File: config.mk
export PLATFORM = sky130hd
export DESIGN_NAME = crc16_frame_tx
export DESIGN_NICKNAME = d
export VERILOG_FILES = /design/src/rtl/crc16_frame_tx.sv
export SDC_FILE = /design/constraint.sdc
export NUM_CORES = 1
export LEC_CHECK = 0
export CAP_MARGIN = 0
export CORE_UTILIZATION = 30
export CTS_CLUSTER_SIZE = 30
export DETAILED_ROUTE_END_ITERATION = 10
export PLACE_DENSITY = 0.56
export SLEW_MARGIN = 20
export SYNTH_ARGS = -nofsm -noshare
export SYNTH_HDL_FRONTEND = slang
export SYNTH_SLANG_ARGS = --single-unit
export TNS_END_PERCENT = 20
File: constraint.sdc
create_clock -name clk -period 4.99 [get_ports clk]
set_input_delay 0.7485 -clock clk [delete_from_list [all_inputs] [get_ports clk]]
set_output_delay 0.7485 -clock clk [all_outputs]
set_load 0.02 [all_outputs]
File: src/rtl/crc16_frame_tx.sv
// crc16_frame_tx: buffers one frame, streams it gap-free into a byte-wide CRC-16 engine, then
// replays it downstream with the CRC appended high byte first. Optional macro: CRC16_FRAME_CNT_EN.
module crc16_frame_tx #(
    parameter int DEPTH = 64,
    parameter int AW    = $clog2(DEPTH)
) (
    input  logic        clk,
    input  logic        rst,
    input  logic [7:0]  in_data,
    input  logic        in_valid,
    input  logic        in_last,
    output logic        in_ready,
    output logic [7:0]  out_data,
    output logic        out_valid,
    output logic        out_last,
    input  logic        out_ready,
    output logic [7:0]  crc_data,
    output logic        crc_data_valid,
    input  logic [15:0] crc_in,
`ifdef CRC16_FRAME_CNT_EN
    output logic [15:0] frame_cnt,
`endif
    output logic        ovf
);

    typedef enum logic [2:0] {IDLE, FILL, CALC, CAPT, SEND, CRC_HI, CRC_LO, DROP} state_t;

    localparam logic [AW:0] LEN_FULL = (AW+1)'(DEPTH);

    state_t        r_state, w_state_nxt;
    logic [7:0]    r_buf [DEPTH];
    logic [AW:0]   r_len, w_len_nxt;
    logic [AW:0]   r_sent, w_sent_nxt;
    logic [AW-1:0] r_rd_ptr, w_rd_ptr_nxt;
    logic [7:0]    r_rd_data;
    logic          r_crc_vld, w_crc_vld_nxt;
    logic [15:0]   r_crc_q;
    logic          w_capture;
    logic [7:0]    r_out_data, w_out_byte;
    logic          r_out_valid, r_out_last, w_out_last_nxt;
    logic          w_out_load, w_out_clr;
    logic          r_ovf, w_ovf_nxt;
    logic          w_in_ready, w_in_hs, w_out_hs, w_wr_en, w_rd_last;
    logic [AW-1:0] w_wr_addr;

    assign w_in_hs   = in_valid & w_in_ready;
    assign w_out_hs  = r_out_valid & out_ready;
    assign w_wr_addr = r_len[AW-1:0];
    assign w_rd_last = ({1'b0, r_rd_ptr} + 1'b1) == r_len;

    always_ff @(posedge clk or posedge rst) begin
        if (rst) r_state <= IDLE;
        else     r_state <= w_state_nxt;
    end

    always_comb begin
        w_state_nxt    = r_state;
        w_in_ready     = 1'b0;
        w_wr_en        = 1'b0;
        w_len_nxt      = r_len;
        w_sent_nxt     = r_sent;
        w_rd_ptr_nxt   = r_rd_ptr;
        w_crc_vld_nxt  = 1'b0;
        w_capture      = 1'b0;
        w_out_load     = 1'b0;
        w_out_clr      = 1'b0;
        w_out_byte     = r_rd_data;
        w_out_last_nxt = 1'b0;
        w_ovf_nxt      = 1'b0;
        case (r_state)
            IDLE: begin
                w_rd_ptr_nxt = '0;
                w_state_nxt  = FILL;
            end
            FILL: begin
                w_in_ready   = 1'b1;
                w_rd_ptr_nxt = '0;
                if (w_in_hs) begin
                    if (r_len == LEN_FULL) begin
                        // a byte beyond DEPTH is never stored; the frame is oversize
                        if (in_last) begin
                            w_ovf_nxt = 1'b1;
                            w_len_nxt = '0;
                        end else begin
                            w_state_nxt = DROP;
                        end
                    end else begin
                        w_wr_en   = 1'b1;
                        w_len_nxt = r_len + 1'b1;
                        if (in_last) begin
                            w_crc_vld_nxt = 1'b1;
                            w_state_nxt   = CALC;
                        end
                    end
                end
            end
            DROP: begin
                w_in_ready = 1'b1;
                if (w_in_hs && in_last) begin
                    w_ovf_nxt   = 1'b1;
                    w_len_nxt   = '0;
                    w_state_nxt = FILL;
                end
            end
            CALC: begin
                if (w_rd_last) begin
                    w_rd_ptr_nxt = '0;
                    w_state_nxt  = CAPT;
                end else begin
                    w_crc_vld_nxt = 1'b1;
                    w_rd_ptr_nxt  = r_rd_ptr + 1'b1;
                end
            end
            CAPT: begin
                w_capture   = 1'b1;
                w_sent_nxt  = '0;
                w_state_nxt = SEND;
            end
            SEND: begin
                if (!r_out_valid || out_ready) begin
                    w_out_load = 1'b1;
                    if (r_sent == r_len) begin
                        w_out_byte  = r_crc_q[15:8];
                        w_state_nxt = CRC_HI;
                    end else begin
                        w_sent_nxt   = r_sent + 1'b1;
                        w_rd_ptr_nxt = r_rd_ptr + 1'b1;
                    end
                end
            end
            CRC_HI: begin
                if (w_out_hs) begin
                    w_out_load     = 1'b1;
                    w_out_byte     = r_crc_q[7:0];
                    w_out_last_nxt = 1'b1;
                    w_state_nxt    = CRC_LO;
                end
            end
            CRC_LO: begin
                if (w_out_hs) begin
                    w_out_clr   = 1'b1;
                    w_len_nxt   = '0;
                    w_state_nxt = IDLE;
                end
            end
            default: w_state_nxt = IDLE;
        endcase
    end

    always_ff @(posedge clk) begin
        if (w_wr_en) r_buf[w_wr_addr] <= in_data;
    end

    // read port is registered; the bypass covers byte 0 arriving together with in_last
    always_ff @(posedge clk or posedge rst) begin
        if (rst) begin
            r_len       <= '0;
            r_sent      <= '0;
            r_rd_ptr    <= '0;
            r_rd_data   <= '0;
            r_crc_vld   <= 1'b0;
            r_crc_q     <= '0;
            r_out_data  <= '0;
            r_out_valid <= 1'b0;
            r_out_last  <= 1'b0;
            r_ovf       <= 1'b0;
        end else begin
            r_len     <= w_len_nxt;
            r_sent    <= w_sent_nxt;
            r_rd_ptr  <= w_rd_ptr_nxt;
            r_rd_data <= (w_wr_en && (w_wr_addr == w_rd_ptr_nxt)) ? in_data : r_buf[w_rd_ptr_nxt];
            r_crc_vld <= w_crc_vld_nxt;
            r_ovf     <= w_ovf_nxt;
            if (w_capture) r_crc_q <= crc_in;
            if (w_out_load) begin
                r_out_valid <= 1'b1;
                r_out_data  <= w_out_byte;
                r_out_last  <= w_out_last_nxt;
            end else if (w_out_clr) begin
                r_out_valid <= 1'b0;
                r_out_last  <= 1'b0;
            end
        end
    end

`ifdef CRC16_FRAME_CNT_EN
    logic [15:0] r_frame_cnt;

    always_ff @(posedge clk or posedge rst) begin
        if (rst)                                r_frame_cnt <= '0;
        else if (r_state == CRC_LO && w_out_hs) r_frame_cnt <= r_frame_cnt + 1'b1;
    end

    assign frame_cnt = r_frame_cnt;
`endif

    assign in_ready       = w_in_ready;
    assign out_data       = r_out_data;
    assign out_valid      = r_out_valid;
    assign out_last       = r_out_last;
    assign crc_data       = r_rd_data;
    assign crc_data_valid = r_crc_vld;
    assign ovf            = r_ovf;

endmodule

==> impl_metrics.py, run 1 <==
metrics = {
    "cells_and_area": {
        "final_cell_area_sq_um": 27400,
        "final_core_util_pct": 35.3,
        "multiInputGateArea_sq_um": 6220,
        "layout.cells.most_common_list": "nand2_1 (532), edfxtp_1 (512), nand3_1 (316)",
        "drive_above_1_share_pct": 9.69,
        "antennaDiodeCount": 0,
        "n_fill_cell": 7542,
        "final_common_cell": "nand2_1",
        "fin_nets": 2018,
        "areaGrowthSynthToFinish_pct": 16.3,
        "ff_latch_area_sq_um": 16900,
        "final_cells": 3072,
    },
    "power_and_ir_drop": {
        "pwr-share-clk_pct": 29.8,
        "intPower_mw": 9.63,
        "comb_power_share_pct": 32.8,
        "p_seq_share_pct": 37.4,
        "p_sw_share_pct": 36.3,
        "power_density_nw_per_um2": 552,
        "power.switching_mw": 5.49,
        "leakagePower_nw": 9.42,
        "max-vdd-ir-drop_mv": 0.439,
    },
    "critical_path": {
        "cp_slowest_cell": "nor2_2",
        "path_max_fanout": 15,
        "startpoint_type": "flop",
        "worst-path-buf-inv": 2,
        "endpoint_kind": "flop",
        "crit_required_ps": 5550,
        "path_class": "reg2reg",
        "worstPathArrival_ps": 4910,
        "critical_path.top_delay_family": "simple AND/OR/NAND/NOR gates",
        "slowest_delay_ps": 650,
        "crit_chain": "ha_1, nand3_1, or3_1, o211ai_1, o211ai_4, a21boi_0, o22ai_2, buf_4, nor2_2, buf_4, nand3_1, a41oi_1, nor4_1, a21oi_1",
    },
    "synth": {
        "ys_types": 64,
        "ys_seq_elements": 571,
        "syn_nets": 1953,
        "yosys.area_share.xor_xnor_pct": 1.04,
        "muxShareOfSynthArea_pct": 2.08,
        "yosys.area_share.simple_pct": 18.9,
        "synthArstFlopShare_pct": 10.3,
        "yosysWarningCount": 0,
        "synthCells": 1920,
        "synth_edf_count": 512,
        "synth_top_family_by_area": "simple AND/OR/NAND/NOR gates",
        "synth_fa_ha_area_share_pct": 0.212,
        "ys.flop_type": "edfxtp_1",
        "syn-cell-area_sq_um": 23600,
        "syn-mean-instance-area_sq_um": 12.3,
        "synth_compound_area_share_pct": 3.92,
        "ys_seq_area_share_pct": 71.5,
    },
    "route": {
        "drc": 0,
        "wl_per_cell_microns": 21.1,
        "antenna_left": 0,
        "num_vias": 15600,
        "dr.pass1.iters": 5,
        "routed_wirelength_microns": 64700,
        "drtIter0Drc": 1736,
        "via_per_inst": 5.07,
    },
    "cts": {
        "clkLatencyLatePin_ps": 640,
        "numCtsBuffers": 58,
        "postCtsResizedCells": 0,
        "postCtsHoldBufs": 0,
        "cts-root-buf": "clkbuf_16",
        "cts.sinks": 571,
        "tritoncts": "built",
        "clockBufferDepth": 3,
        "postCtsSetupBuffers": 0,
        "h-tree-depth": 2,
        "clk_pin_slew_ps": 70,
    },
    "sta": {
        "hold_ws_ps": 473,
        "setup_tns_ps": 0,
        "rsz0062_at_grt": "false",
        "final_hold_viol_count": 0,
        "setup_viol": 0,
        "finalMaxSlewViolations": 0,
        "relSlewSlack_pct": 26.2,
        "worst_pin_slew_ps": 1110,
        "clock_skew_ps": 27.6,
        "min_period_ps": 4350,
        "max_freq_ghz": 0.230,
        "fin_crit_sh_pct": 87.1,
    },
    "job": {
        "drv_cap": 0,
    },
    "run_status": {
        "status": "finished clean",
    },
    "global_route": {
        "grtUsageTotal_pct": 16.2,
        "grt_pass1_vias": 14900,
        "gr-total-overflow": 0,
        "grt_max_degree": 161,
        "grt_pass1_wl_microns": 96900,
        "antenna_found_initial": 0,
    },
    "min_path": {
        "worstHoldPathType": "reg2reg",
    },
    "die": {
        "rows": 102,
        "design.portCount": 50,
        "dieHeight_microns": 282,
        "die_x_microns": 282,
        "start_util_pct": 30.4,
        "die_area_sq_um": 79700,
        "coreArea_sq_um": 77600,
    },
    "placed_design": {
        "io_buffers": 49,
        "dpl-instance-area_sq_um": 25500,
        "post-place-cells": 2965,
        "dp_hpwl_microns": 39900,
        "gp_congestion": 0.870,
    },
}
[cell families after synthesis]
kind of cell,Yosys count
flops,571
buf+inv,126
mux,34
fa+ha+maj,4
xor+xnor,28
simple gates,1027
compound gates,130
[power groups by stage]
stage | Clock [mW] | Sequential (mW) | Combinational, mW
2_1_floorplan | 0 | 5.73 | 3.16
3_3_place_gp | 0 | 5.74 | 4.96
3_5_place_dp | 0 | 5.75 | 4.97
4_1_cts | 4.59 | 5.65 | 4.99
5_1_grt | 4.75 | 5.67 | 5.42
6_report | 4.51 | 5.66 | 4.96
[flip-flops by register name, summed over array words and instances, names as in the netlist, 3 cells and up]
register,count
r_len,7
r_crc_q,16
r_sent,7
r_rd_ptr,6
out_data,8
r_state,3
r_buf,512
crc_data,8
[cells in the mapped netlist, types with 2 or more instances]
library cell / number / area share, %
and2_1: 4 / 0.11
o211ai_1: 2 / 0.064
a31oi_1: 10 / 0.27
inv_2: 3 / 0.048
xnor2_1: 16 / 0.59
a21boi_0: 5 / 0.16
mux2i_1: 22 / 0.93
and4_1: 4 / 0.15
buf_6: 5 / 0.24
a221oi_1: 3 / 0.11
nor4_1: 12 / 0.32
nand3_1: 316 / 6.7
mux4_2: 12 / 1.1
a211oi_1: 2 / 0.064
buf_2: 35 / 0.74
ha_1: 4 / 0.21
xor2_1: 12 / 0.45
nand3b_1: 3 / 0.096
nor3_1: 5 / 0.11
nand4_1: 9 / 0.24
inv_1: 10 / 0.16
o22ai_1: 3 / 0.080
or3_1: 6 / 0.16
edfxtp_1: 512 / 65
or2_2: 2 / 0.053
clkbuf_1: 55 / 0.88
a21oi_1: 35 / 0.74
buf_1: 17 / 0.27
o21ai_0: 18 / 0.38
and3_1: 10 / 0.27
a21o_1: 4 / 0.13
nand2b_1: 3 / 0.080
a22o_1: 2 / 0.074
a41oi_1: 25 / 0.93
dfrtp_1: 59 / 6.3
nand2_1: 532 / 8.5
or3b_2: 3 / 0.11
nor2b_1: 4 / 0.11
a32oi_1: 3 / 0.11
nor2_1: 109 / 1.7
[area by class of cell]
type                       instances  share of cell area (%)
multi-input combinational       1223                    22.7
clock buffer                      71                    5.47
sequential                       571                    61.5
clock inverter                    36                    1.64
tap                             1040                    4.75
timing repair buffer             118                    3.80
inverter                          13                   0.210
[metrics by stage]
step	total power [mW]	setup WS [ps]
2_1_floorplan	8.89	1520
3_3_place_gp	10.7	486
3_5_place_dp	10.7	436
4_1_cts	15.2	642
5_1_grt	15.8	438
6_report	15.1	643
[metal layers]
metal,global-route usage [%],up-vias,routed length (microns)
li1,-,7073,-
met5,0,-,0
met2,25.3,623,29500
met3,3.06,83,4970
met1,23.0,7786,28800
met4,4.27,0,1420
[path summary, 6_finish.rpt]
kind | cells past startpoint | slack, ps | to | from
worst max-delay path | 14 | 640 | crc_data[2] | r_rd_ptr[0]
worst min-delay path | 2 | 470 | r_crc_q[11] | r_crc_q[11]
worst max register to register | 14 | 640 | crc_data[2] | r_rd_ptr[0]
worst min register to register | 2 | 470 | r_crc_q[11] | r_crc_q[11]
max in group asynchronous | 3 | 3770 | r_rd_ptr[2] | rst
min in group asynchronous | 3 | 700 | r_crc_q[15] | rst
[tightest hold or removal path: stages (launching register included)]
cell     delay, ps
dfrtp_1        340
nand2_1         50
nand2_1         50
No activity file was read; power rests on OpenSTA's default activity.
==> run 2: changes to the inputs <==
SLEW_MARGIN = not set   (was 20)
==> run 2 against run 1 <==
  * Clock skew fell by 4.1 ps
  * Clock-buffer cell count is 2 higher
  * Fmax decreased by 3.8%
  * Sequential cell count unchanged
  * Critical endpoint unchanged
  * Largest cell class unchanged
  * Highest routed layer is now met5
==> impl_metrics.py, run 2 (synthesis gave the netlist of run 1 again) <==
metrics = {
    "sta": {
        "max_freq_ghz": 0.221,
        "setup_tns_ps": 0,
        "min_period_ps": 4520,
        "setup_ws_ps": 469,
        "finalMaxSlewViolations": 0,
        "rsz0062_at_grt": "false",
        "worst_pin_slew_ps": 1280,
        "setup_viol": 0,
        "final_hold_viol_count": 0,
        "fin_crit_sh_pct": 90.6,
        "relSlewSlack_pct": 15.0,
        "clock_skew_ps": 23.5,
    },
    "cells_and_area": {
        "largest_register_ffs": 512,
        "top_register": "r_buf",
        "antennaDiodeCount": 0,
        "fin_nets": 2019,
        "reg_top3": "r_buf (512), r_crc_q (16)",
        "areaGrowthSynthToFinish_pct": 16.6,
        "layout.cells.most_common_list": "nand2_1 (532), edfxtp_1 (512), nand3_1 (316)",
        "drive_above_1_share_pct": 9.97,
        "final_common_cell": "nand2_1",
    },
    "critical_path": {
        "path_class": "reg2reg",
        "worstPathArrival_ps": 5050,
        "startpoint_type": "flop",
        "path_max_fanout": 15,
        "crit_required_ps": 5520,
        "endpoint_kind": "flop",
    },
    "die": {
        "die_x_microns": 282,
        "design.portCount": 50,
        "dieHeight_microns": 282,
        "start_util_pct": 30.4,
        "coreArea_sq_um": 77600,
        "rows": 102,
        "die_area_sq_um": 79700,
    },
    "global_route": {
        "gr-total-overflow": 0,
        "antenna_found_initial": 2,
        "grt_max_degree": 161,
        "grt_pass1_vias": 15000,
        "grt_pass1_wl_microns": 96400,
        "grtUsageTotal_pct": 16.2,
    },
    "placed_design": {
        "dpl_worst_slack_ps": 457,
        "io_buffers": 49,
        "gp_congestion": 0.870,
        "dp_hpwl_microns": 39700,
    },
    "cts": {
        "postCtsHoldBufs": 0,
        "tritoncts": "built",
        "clkLatencyLatePin_ps": 630,
        "postCtsResizedCells": 0,
        "clockBufferDepth": 3,
        "h-tree-depth": 2,
        "cts.sinks": 571,
        "cts-root-buf": "clkbuf_16",
        "postCtsSetupBuffers": 0,
        "clk_pin_slew_ps": 60,
        "numCtsBuffers": 59,
    },
    "route": {
        "wl_per_cell_microns": 20.9,
        "via_per_inst": 5.03,
        "drc": 0,
        "antenna_left": 0,
        "drtIter0Drc": 1677,
        "routed_wirelength_microns": 64400,
        "num_vias": 15500,
        "dr.pass1.iters": 5,
    },
    "power_and_ir_drop": {
        "leakagePower_nw": 9.46,
        "max-vdd-ir-drop_mv": 0.511,
        "power_density_nw_per_um2": 553,
    },
    "job": {
        "drv_cap": 0,
    },
    "run_status": {
        "status": "finished clean",
    },
    "min_path": {
        "worstHoldPathType": "reg2reg",
    },
}
run 2: cell count changes in the layout (fill, tap and decap cells not counted), moves of 2 or more:
| cell | delta |
|---|---|
| clkinv_2 | +4 |
| clkbuf_8 | +2 |
| clkbuf_1 | -2 |
| clkbuf_16 | +2 |
run 2: worst paths after layout:
path	startpoint	endpoint	slack, ps	cells past startpoint
max	r_rd_ptr[0]	crc_data[2]	470	14
min	r_crc_q[8]	r_crc_q[8]	470	2
max reg2reg	r_rd_ptr[0]	crc_data[2]	470	14
min reg2reg	r_crc_q[8]	r_crc_q[8]	470	2
max in group asynchronous	rst	r_rd_ptr[2]	3770	3
min in group asynchronous	rst	r_crc_q[8]	690	3
run 2: per-layer routing:
layer	GRT usage [%]	wire, microns
met1	22.5	28200
met2	24.7	29100
met4	6.15	2200
met5	0	29
met3	3.31	4940
run 2: area by class of cell:
cell class	instances	area (sq um)
flip-flops and latches	571	16900
inverters	13	57.6
fillers	7528	50100
well taps	1040	1300
repair buffers	118	1030
clock buffers	73	1570
clock inverters	38	457
multi-input cells	1223	6210
run 2: where the power goes:
part	internal (mW)	total [mW]	switching, mW
Sequential	5.43	5.66	0.230
Combinational	1.55	4.94	3.39
Clock	2.75	4.60	1.86
run 2: critical path, cell delays in order, from the launching register on:
cell and delay [ps]:
dfrtp_1 500, ha_1 320, nand3_1 200, or3_1 380
o211ai_1 180, o211ai_4 190, a21boi_0 250, o22ai_2 120
buf_4 180, nor2_2 660, buf_4 380, nand3_1 130
a41oi_1 620, nor4_1 110, a21oi_1 190
run 2: per-stage QoR:
step | utilization (%) | instances | area, sq um | hold slack [ps] | power, mW
after CTS | 35.4 | 3075 | 27500 | 477 | 15.3
final | 35.4 | 3076 | 27500 | 473 | 15.2
after global routing | 35.4 | 3076 | 27500 | 497 | 16.0
after floorplan | - | 1920 | 23600 | 445 | 8.89
after global placement | 32.8 | 2964 | 25400 | 460 | 10.7
after detailed placement | 32.8 | 2964 | 25400 | 462 | 10.7
